File: src/rtl/jk_pkg.sv
// Shared types and the JK excitation table for the JK pattern sequencer.
package jk_pkg;

  typedef enum logic [1:0] {IDLE, SHIFT, DRAIN, DONE} jk_seq_state_e;

  // Returns {j,k} that moves a JK flip-flop from q_cur to q_nxt.
  function automatic logic [1:0] jk_excite(input logic q_cur, input logic q_nxt,
                                           input logic use_toggle);
    logic [1:0] jk;
    jk = 2'b00;
    if (q_cur != q_nxt) begin
      if (use_toggle) jk = 2'b11;
      else            jk = q_nxt ? 2'b10 : 2'b01;
    end
    return jk;
  endfunction

endpackage

File: src/rtl/jk_pat_fifo.sv
// Small synchronous FIFO holding {pattern, length} words for the JK sequencer.
module jk_pat_fifo #(
  parameter int W     = 12,
  parameter int DEPTH = 4
) (
  input  logic                     clk,
  input  logic                     rst,
  input  logic                     push,
  input  logic [W-1:0]             wdata,
  input  logic                     pop,
  output logic [W-1:0]             rdata,
  output logic                     full,
  output logic                     empty,
  output logic [$clog2(DEPTH):0]   count
);

  localparam int AW = $clog2(DEPTH);
  localparam int CW = AW + 1;

  logic [W-1:0]  mem [DEPTH];
  logic [AW-1:0] wr_ptr;
  logic [AW-1:0] rd_ptr;
  logic          do_push;
  logic          do_pop;

  // A push while full is only taken when a pop frees the slot in the same cycle.
  assign do_pop  = pop && !empty;
  assign do_push = push && (!full || do_pop);

  always_ff @(posedge clk or negedge rst) begin
    if (!rst) begin
      wr_ptr <= '0;
      rd_ptr <= '0;
      count  <= '0;
    end else begin
      if (do_push) wr_ptr <= wr_ptr + AW'(1);
      if (do_pop)  rd_ptr <= rd_ptr + AW'(1);
      case ({do_push, do_pop})
        2'b10:   count <= count + CW'(1);
        2'b01:   count <= count - CW'(1);
        default: count <= count;
      endcase
    end
  end

  always_ff @(posedge clk) begin
    if (do_push) mem[wr_ptr] <= wdata;
  end

  assign rdata = mem[rd_ptr];
  assign full  = (count == CW'(DEPTH));
  assign empty = (count == '0);

endmodule

File: src/rtl/jk_excite_seq.sv
// JK pattern sequencer: serializes buffered target patterns MSB-first into j/k
// drives for an external JK flip-flop and checks the returned q two cycles later.
module jk_excite_seq
  import jk_pkg::*;
#(
  parameter int PAT_W      = 8,
  parameter int LEN_W      = 4,
  parameter int DEPTH      = 4,
  parameter int USE_TOGGLE = 0,
  parameter int ERR_W      = 8
) (
  input  logic             clk,
  input  logic             rst,
  input  logic             pat_valid,
  output logic             pat_ready,
  input  logic [PAT_W-1:0] pat_data,
  input  logic [LEN_W-1:0] pat_len,
  output logic             j,
  output logic             k,
  input  logic             q,
  output logic             busy,
  output logic             done,
  output logic             err,
  output logic [ERR_W-1:0] err_cnt
);

  localparam int FW = PAT_W + LEN_W;
  localparam int CW = $clog2(DEPTH) + 1;
  localparam int BW = $clog2(PAT_W + 1);

  jk_seq_state_e    state;
  logic             fifo_full;
  logic             fifo_empty;
  logic             fifo_pop;
  logic [CW-1:0]    fifo_count;
  logic [FW-1:0]    fifo_rdata;
  logic [PAT_W-1:0] pop_data;
  logic [LEN_W-1:0] pop_len;
  logic [BW-1:0]    pop_cnt;

  logic [PAT_W-1:0] shreg;
  logic [BW-1:0]    bit_cnt;
  logic             drain_cnt;
  logic             q_model;
  logic             vld_p0;
  logic             vld_p1;
  logic             tgt_p0;
  logic             tgt_p1;

  assign pat_ready = !fifo_full;
  assign fifo_pop  = ((state == IDLE) || (state == DONE)) && !fifo_empty;

  jk_pat_fifo #(
    .W     (FW),
    .DEPTH (DEPTH)
  ) u_fifo (
    .clk   (clk),
    .rst   (rst),
    .push  (pat_valid && pat_ready),
    .wdata ({pat_data, pat_len}),
    .pop   (fifo_pop),
    .rdata (fifo_rdata),
    .full  (fifo_full),
    .empty (fifo_empty),
    .count (fifo_count)
  );

  // The top pop_cnt bits of the word are sent; length 0 (or oversize) means all PAT_W.
  assign pop_data = fifo_rdata[FW-1 -: PAT_W];
  assign pop_len  = fifo_rdata[LEN_W-1:0];

  always_comb begin
    pop_cnt = BW'(PAT_W);
    if ((pop_len != '0) && (int'(pop_len) < PAT_W)) pop_cnt = BW'(pop_len);
  end

  always_ff @(posedge clk or negedge rst) begin
    if (!rst) begin
      state     <= IDLE;
      busy      <= 1'b0;
      bit_cnt   <= '0;
      drain_cnt <= 1'b0;
      q_model   <= 1'b0;
      j         <= 1'b0;
      k         <= 1'b0;
      done      <= 1'b0;
      err       <= 1'b0;
      err_cnt   <= '0;
      vld_p0    <= 1'b0;
      vld_p1    <= 1'b0;
    end else begin
      j      <= 1'b0;
      k      <= 1'b0;
      done   <= 1'b0;
      vld_p0 <= 1'b0;
      // p0 -> p1: the flip-flop consumes j/k during this cycle
      vld_p1 <= vld_p0;
      // p1 -> compare: q now reflects the j/k registered two edges ago
      if (vld_p1 && (q != tgt_p1)) begin
        err <= 1'b1;
        if (err_cnt != '1) err_cnt <= err_cnt + ERR_W'(1);
      end

      case (state)
        IDLE: begin
          if (!fifo_empty) begin
            state   <= SHIFT;
            busy    <= 1'b1;
            bit_cnt <= pop_cnt;
            err     <= 1'b0;
          end
        end
        SHIFT: begin
          {j, k}  <= jk_excite(q_model, shreg[PAT_W-1], USE_TOGGLE != 0);
          q_model <= shreg[PAT_W-1];
          vld_p0  <= 1'b1;
          bit_cnt <= bit_cnt - BW'(1);
          if (bit_cnt == BW'(1)) begin
            state     <= DRAIN;
            drain_cnt <= 1'b0;
          end
        end
        DRAIN: begin
          drain_cnt <= 1'b1;
          if (drain_cnt) begin
            state <= DONE;
            done  <= 1'b1;
          end
        end
        DONE: begin
          if (!fifo_empty) begin
            state   <= SHIFT;
            bit_cnt <= pop_cnt;
            err     <= 1'b0;
          end else begin
            state <= IDLE;
            busy  <= 1'b0;
          end
        end
        default: begin
          state <= IDLE;
          busy  <= 1'b0;
        end
      endcase
    end
  end

  // Datapath registers carry no reset; vld_p0/vld_p1 qualify them.
  always_ff @(posedge clk) begin
    tgt_p0 <= shreg[PAT_W-1];
    tgt_p1 <= tgt_p0;
    if (fifo_pop)
      shreg <= pop_data;
    else if (state == SHIFT)
      shreg <= {shreg[PAT_W-2:0], 1'b0};
  end

endmodule
File: config.mk
export PLATFORM = sky130hd
export DESIGN_NAME = jk_excite_seq
export DESIGN_NICKNAME = d
export VERILOG_FILES = /design/src/rtl/jk_pkg.sv /design/src/rtl/jk_pat_fifo.sv /design/src/rtl/jk_excite_seq.sv
export SDC_FILE = /design/constraint.sdc
export NUM_CORES = 1
export LEC_CHECK = 0
export ABC_AREA = 1
export ABC_CLOCK_PERIOD_IN_PS = 3300
export CAP_MARGIN = 15
export CELL_PAD_IN_SITES_DETAIL_PLACEMENT = 0
export CELL_PAD_IN_SITES_GLOBAL_PLACEMENT = 2
export CORE_MARGIN = 2
export CORE_UTILIZATION = 42
export DETAILED_ROUTE_END_ITERATION = 6
export DONT_BUFFER_PORTS = 1
export PLACE_DENSITY_LB_ADDON = 0.1
export SYNTH_ARGS = -nofsm -noshare
export SYNTH_HDL_FRONTEND = slang
export SYNTH_SLANG_ARGS = --single-unit
File: constraint.sdc
create_clock -name clk -period 3.3 [get_ports clk]
set_clock_uncertainty 0.05 [all_clocks]
set_input_delay 0.495 -clock clk [delete_from_list [all_inputs] [get_ports clk]]
set_output_delay 0.495 -clock clk [all_outputs]
set_load 0.05 [all_outputs]
# Word level (Yosys, flattened, before mapping)
# Memories as Yosys holds them, arrays and structs flattened.
# Cells that the tools add are included.
# W data, S select, Z words.
[word_totals]
memories = 1
reg_bits = 40
in_bits = 16
ramBits = 48
elab_cells = 93
output_inout_bits = 14
[memory_table]
columns = ["name", "words", "word_bits", "rd", "rd_clocked_by_memory_dff", "wr", "line_no", "rtl"]
rows = [
  ["u_fifo.mem", 4, 12, 1, 0, 1, "jk_pat_fifo.sv:20", "logic [W-1:0] mem [DEPTH];"],
]
[op_classes]
muxes = 28
add_sub_neg = 6
reduce_logical = 24
eq_ne = 15
order_cmp = 1
[ops]
columns = ["op", "count"]
rows = [
  ["$mux W8", 2],
  ["$mux W1", 14],
  ["$mux W2", 5],
  ["$ne A2 B2 Y1 const B", 5],
  ["$reduce_bool A2 Y1", 5],
  ["$add A8 B1 Y8 const B", 1],
  ["$mux W4", 2],
  ["$ne A8 B8 Y1 const B", 1],
  ["$pmux W2 S4", 1],
  ["$pmux W4 S2", 1],
  ["$eq A2 B2 Y1 const B", 3],
  ["$logic_and A1 B1 Y1", 6],
  ["$pmux W3 S2", 1],
  ["$reduce_and A2 Y1", 3],
  ["$reduce_and A3 Y1", 2],
  ["$add A2 B1 Y2 const B", 2],
  ["$eq A2 B1 Y1 const B", 2],
  ["$eq A4 B1 Y1 const B", 1],
  ["$lt A4 B4 Y1 const B", 1],
  ["$pmux W1 S2", 2],
  ["$reduce_bool A4 Y1", 1],
  ["$sub A4 B1 Y4 const B", 1],
  ["$add A3 B1 Y3 const B", 1],
  ["$eq A3 B3 Y1 const B", 1],
  ["7 further kinds", 10],
]

# Depth between registers and ports, before layout
[logic_depth]
depth_word = 8
mapped_depth = 12
mapped_depth_nobuf = 11

# Hierarchy
# From an unflattened synthesis, not the netlist that was laid out.
[hier_totals]
hier_cells = 372
area_unflattened_um2 = 3890.0
[by_module_without_submodules]
columns = ["module", "area_per_inst_um2", "cells_per_inst", "seq_area_each_um2", "instances"]
rows = [
  ["jk_pat_fifo", 2255.9, 172, 1616.6, 1],
  ["jk_excite_seq", 1634.1, 200, 855.8, 1],
]

# Worst setup path after synthesis
# Ideal clock, no wire load.
[synth_path]
path_kind = "register to register"
start = "register u_fifo.count[0]"
end = "register u_fifo.count[2]"
path_stages_with_launch = 10
path_slack_ns = 0.864
synth_period_minus_slack_ns = 2.436
path_buffers = 0
arrival_time_ns = 2.255
setup_ns = 0.131
t_required_ns = 3.119
path_cell_list = "dfrtp_1 > inv_1 > nand3_1 > nand2_1 > ha_1 > inv_1 > fa_1 > a21oi_1 > o21ai_0 > xor2_1"
[synth_via]
elab_cells_between_ends = 15
cone_classes = "2 x add/sub; 3 x eq/ne; 1 x mux; 9 x reduce/logical"
[synth_rtl]
columns = ["item", "line_no", "rtl"]
rows = [
  ["start, declared", "jk_pat_fifo.sv:14", "output logic [$clog2(DEPTH):0] count"],
  ["start signal, assigned", "jk_pat_fifo.sv:39", "2'b10: count <= count + CW'(1);"],
  ["start signal, assigned", "jk_pat_fifo.sv:40", "2'b01: count <= count - CW'(1);"],
  ["start signal, assigned", "jk_pat_fifo.sv:41", "default: count <= count;"],
  ["$eq A3 B3 Y1 *", "jk_pat_fifo.sv:51", "assign full = (count == CW'(DEPTH));"],
  ["$logic_not A1 Y1 *", "jk_excite_seq.sv:50", "assign pat_ready = !fifo_full;"],
  ["via pat_ready", "jk_excite_seq.sv:15", "output logic pat_ready,"],
  ["$logic_and A1 B1 Y1 or $logic_or A1 B1 Y1 (tied branches)", "jk_excite_seq.sv:59, jk_pat_fifo.sv:28", ""],
  ["$logic_and A1 B1 Y1 *", "jk_pat_fifo.sv:28", "assign do_push = push && (!full || do_pop);"],
  ["$eq A2 B1 Y1 or $eq A2 B2 Y1 (tied branches)", "jk_pat_fifo.sv:38", "case ({do_push, do_pop})"],
  ["$pmux W3 S2 or $reduce_bool A2 Y1 (tied branches)", "--", ""],
]
# Mark *: on every way through the listed nets, which the timed path passes. The rest lies on a longest branch.
# A chain may end at the register's enable or synchronous reset.

# Final worst setup path
# Same ends and word-level chain as after synthesis.

==> flow_summary.toml <==
[outcome]
status = "complete, no violations"

[setup_path]
required_ns = 3.49
critPathKind = "reg2reg"
critPathLaunch = "u_fifo.count[0]"
crit_fanout = 8
r2r_start = "u_fifo.count[0]"
r2r_cells = 10
critPathCaptureType = "register"
start_kind = "register"
cp.arrival_ns = 2.93

[routing]
routed_wl_um = 6824
dr_wl_met3_um = 262
top_layer = "met4"
drc = 0
vias = 2280
drt_pass1_iterations = 4
routed-wl-met2_um = 3402
met1_length_um = 3071
vias_per_cell = 4.810
ant_nets = 0
drtIter0Drc = 59
wl_per_cell_um = 14.40

[layout]
synthToLayoutAreaGrowth_pct = 9.823
drive_gt1_frac = 0.1038
final_util = 0.4773
final_net_count = 391
diodes = 0
n_fill_cell = 823

[floorplan]
ios = 30
fp.coreArea_um2 = 8763
chipHeight_um = 99.23
die-area_um2 = 9846
die_w_um = 99.23
initial_core_util = 0.4346
core.rowCount = 34

[global_route]
grt_pass1_wl_um = 11210
grt_max_degree = 31
groute.usage.overall = 0.1495
grt_pass1_vias = 2254
grt.overflow.total = 0
antenna_found_initial = 0

[hold_path]
hp-class = "in2reg"
min_from = "pat_len[1]"
whs_path_depth = 0

[sta]
final_hold_viol_count = 0
tns_ns = 0
worstMarginPinSlew_ns = 0.6708
slew_headroom = 0.5528
min_period_ns = 2.746
rsz0062_at_grt = "false"
whs_ns = 0.1835
setup_violations = 0
slew_violations = 0
fmax_mhz = 364.2
period_share = 0.8321

[synth]
syn-cell-area_um2 = 3809
synth_edf_count = 56
yosys_warnings = 0
syn_area_per_cell_um2 = 10.88
yosysSeqAreaShare = 0.6491
async_flop_share = 0.3409
yosysUniqueCellTypes = 31
ys_ff_latch = 88
ys.flop_type = "edfxtp_1"
syn-instance-count = 350
syn_nets = 380

[clock_tree]
clk_pin_slew_ns = 0.09
cts.sinks = 88
cts_tree = "built"
postCtsSetupRepairBufs = 0
cts_buffers = 9
h-tree-depth = 3
ctsRootBufferMaster = "clkbuf_8"
clockBufferDepth = 2
insertion_delay_ns = 0.35
cts_resized = 0

[power_and_ir_drop]
p_leak_nw = 1.737
peakVddDrop_uv = 340.2
power_w = 0.004418
powerDensity_nw_per_um2 = 1056

[placed_design]
portBuffers = 0
dp_hpwl_um = 4465
routabilityCongestion = 0.7360

[job]
maxCapViolations = 0
[cells in the mapped netlist (all sizes together) (5+ instances only)]
| library cell | number | area share |
|---|---|---|
| edfxtp | 56 | 0.44 |
| a21oi | 5 | 0.0076 |
| xor2 | 8 | 0.018 |
| dfrtp | 30 | 0.20 |
| o21ai | 31 | 0.042 |
| nand3 | 11 | 0.016 |
| a31oi | 8 | 0.013 |
| inv | 37 | 0.038 |
| ha | 13 | 0.043 |
| nand2 | 67 | 0.070 |
| buf | 7 | 0.015 |
| nor2 | 62 | 0.062 |
[area by class of cell]
class	instances	area, µm²	share of cell area
Multi-Input combinational cell	217	1130	0.2701
Tap cell	108	135.1	0.03231
Clock buffer	9	123.9	0.02961
Inverter	37	143.9	0.03440
Sequential cell	88	2472	0.5911
Timing Repair Buffer	8	75.07	0.01795
Clock inverter	7	102.6	0.02453
[worst paths after layout]
path                                          to  slack (ns)
worst min register to register            tgt_p1        0.28
worst max register to register   u_fifo.count[2]        0.55
max in group asynchronous                    err        2.51
worst max-delay path             u_fifo.count[2]        0.55
worst min-delay path            u_fifo.mem[1][1]        0.18
min in group asynchronous             err_cnt[3]        0.52
[through the flow]
stage,setup slack (ns),std cells,area [µm²]
after global routing,0.4002,474,4183
after global placement,0.6319,456,3926
after detailed placement,0.5975,456,3926
after floorplan,0.8638,350,3809
final,0.5540,474,4183
after CTS,0.5256,474,4183
[metal layers]
| layer | GRT usage | vias up |
|---|---|---|
| li1 | - | 1177 |
| met1 | 0.1886 | 1059 |
| met2 | 0.2505 | 35 |
| met3 | 0.03373 | 9 |
| met4 | 0.06006 | 0 |
| met5 | 0 | - |
[layout by cell type (no fill, tap or decap), types with 2 or more instances in the layout]
cell        n
nor2_2      2
edfxtp_1   56
inv_2       3
buf_4       6
dfxtp_1     2
inv_1      33
nand2_2     6
xor2_1      8
o21ai_0    30
clkbuf_8    9
nor3_1      3
nand3_1    10
a21oi_1     4
xnor2_1     3
bufinv_16   2
nor2_1     60
nand2_1    61
inv_6       3
ha_1       13
a31oi_1     8
clkinv_4    2
dfrtp_1    30
[repair_timing]
item | CTS | global route
hold endpoints to repair | 30 | 0
hold buffers | 2 | 0
endpoints found under the setup margin | 0 | 0
[power by group]
group	total [W]	leakage, nW	switching [W]	internal [W]
Clock	0.000833	0.110	0.000398	0.000434
Sequential	0.00202	0.901	0.000418	0.00160
Combinational	0.00157	0.726	0.00104	0.000529
Total	0.00442	1.74	0.00186	0.00256
[cells by family (layout without fill, tap and decap cells)]
logic type               count (synthesis)  in the layout  synth area share
AND/OR/NAND/NOR                        145            145            0.1554
adder cells (fa/ha/maj)                 14             14           0.04796
AO/OA/AOI/OAI                           47             47           0.06801
buffers and inverters                   45             61           0.05420
flip-flops                              88             88            0.6491
XOR/XNOR                                11             11           0.02530
[worst max-delay path: stages (launching register included)]
cell     delay [ns]
dfrtp_1        0.40
inv_1          0.14
nand3_1        0.45
buf_4          0.31
nand2_1        0.22
ha_1           0.20
inv_1          0.07
fa_1           0.39
a21oi_1        0.14
o21ai_0        0.11
xor2_1         0.15
[sequential cells by signal (all words and copies together), names as in the netlist, 2 cells and up]
| name | flops |
|---|---|
| shreg | 8 |
| err_cnt | 8 |
| u_fifo.count | 3 |
| u_fifo.wr_ptr | 2 |
| u_fifo.mem | 48 |
| state | 2 |
| bit_cnt | 4 |
| u_fifo.rd_ptr | 2 |
Power figures use the tool's default switching activity.
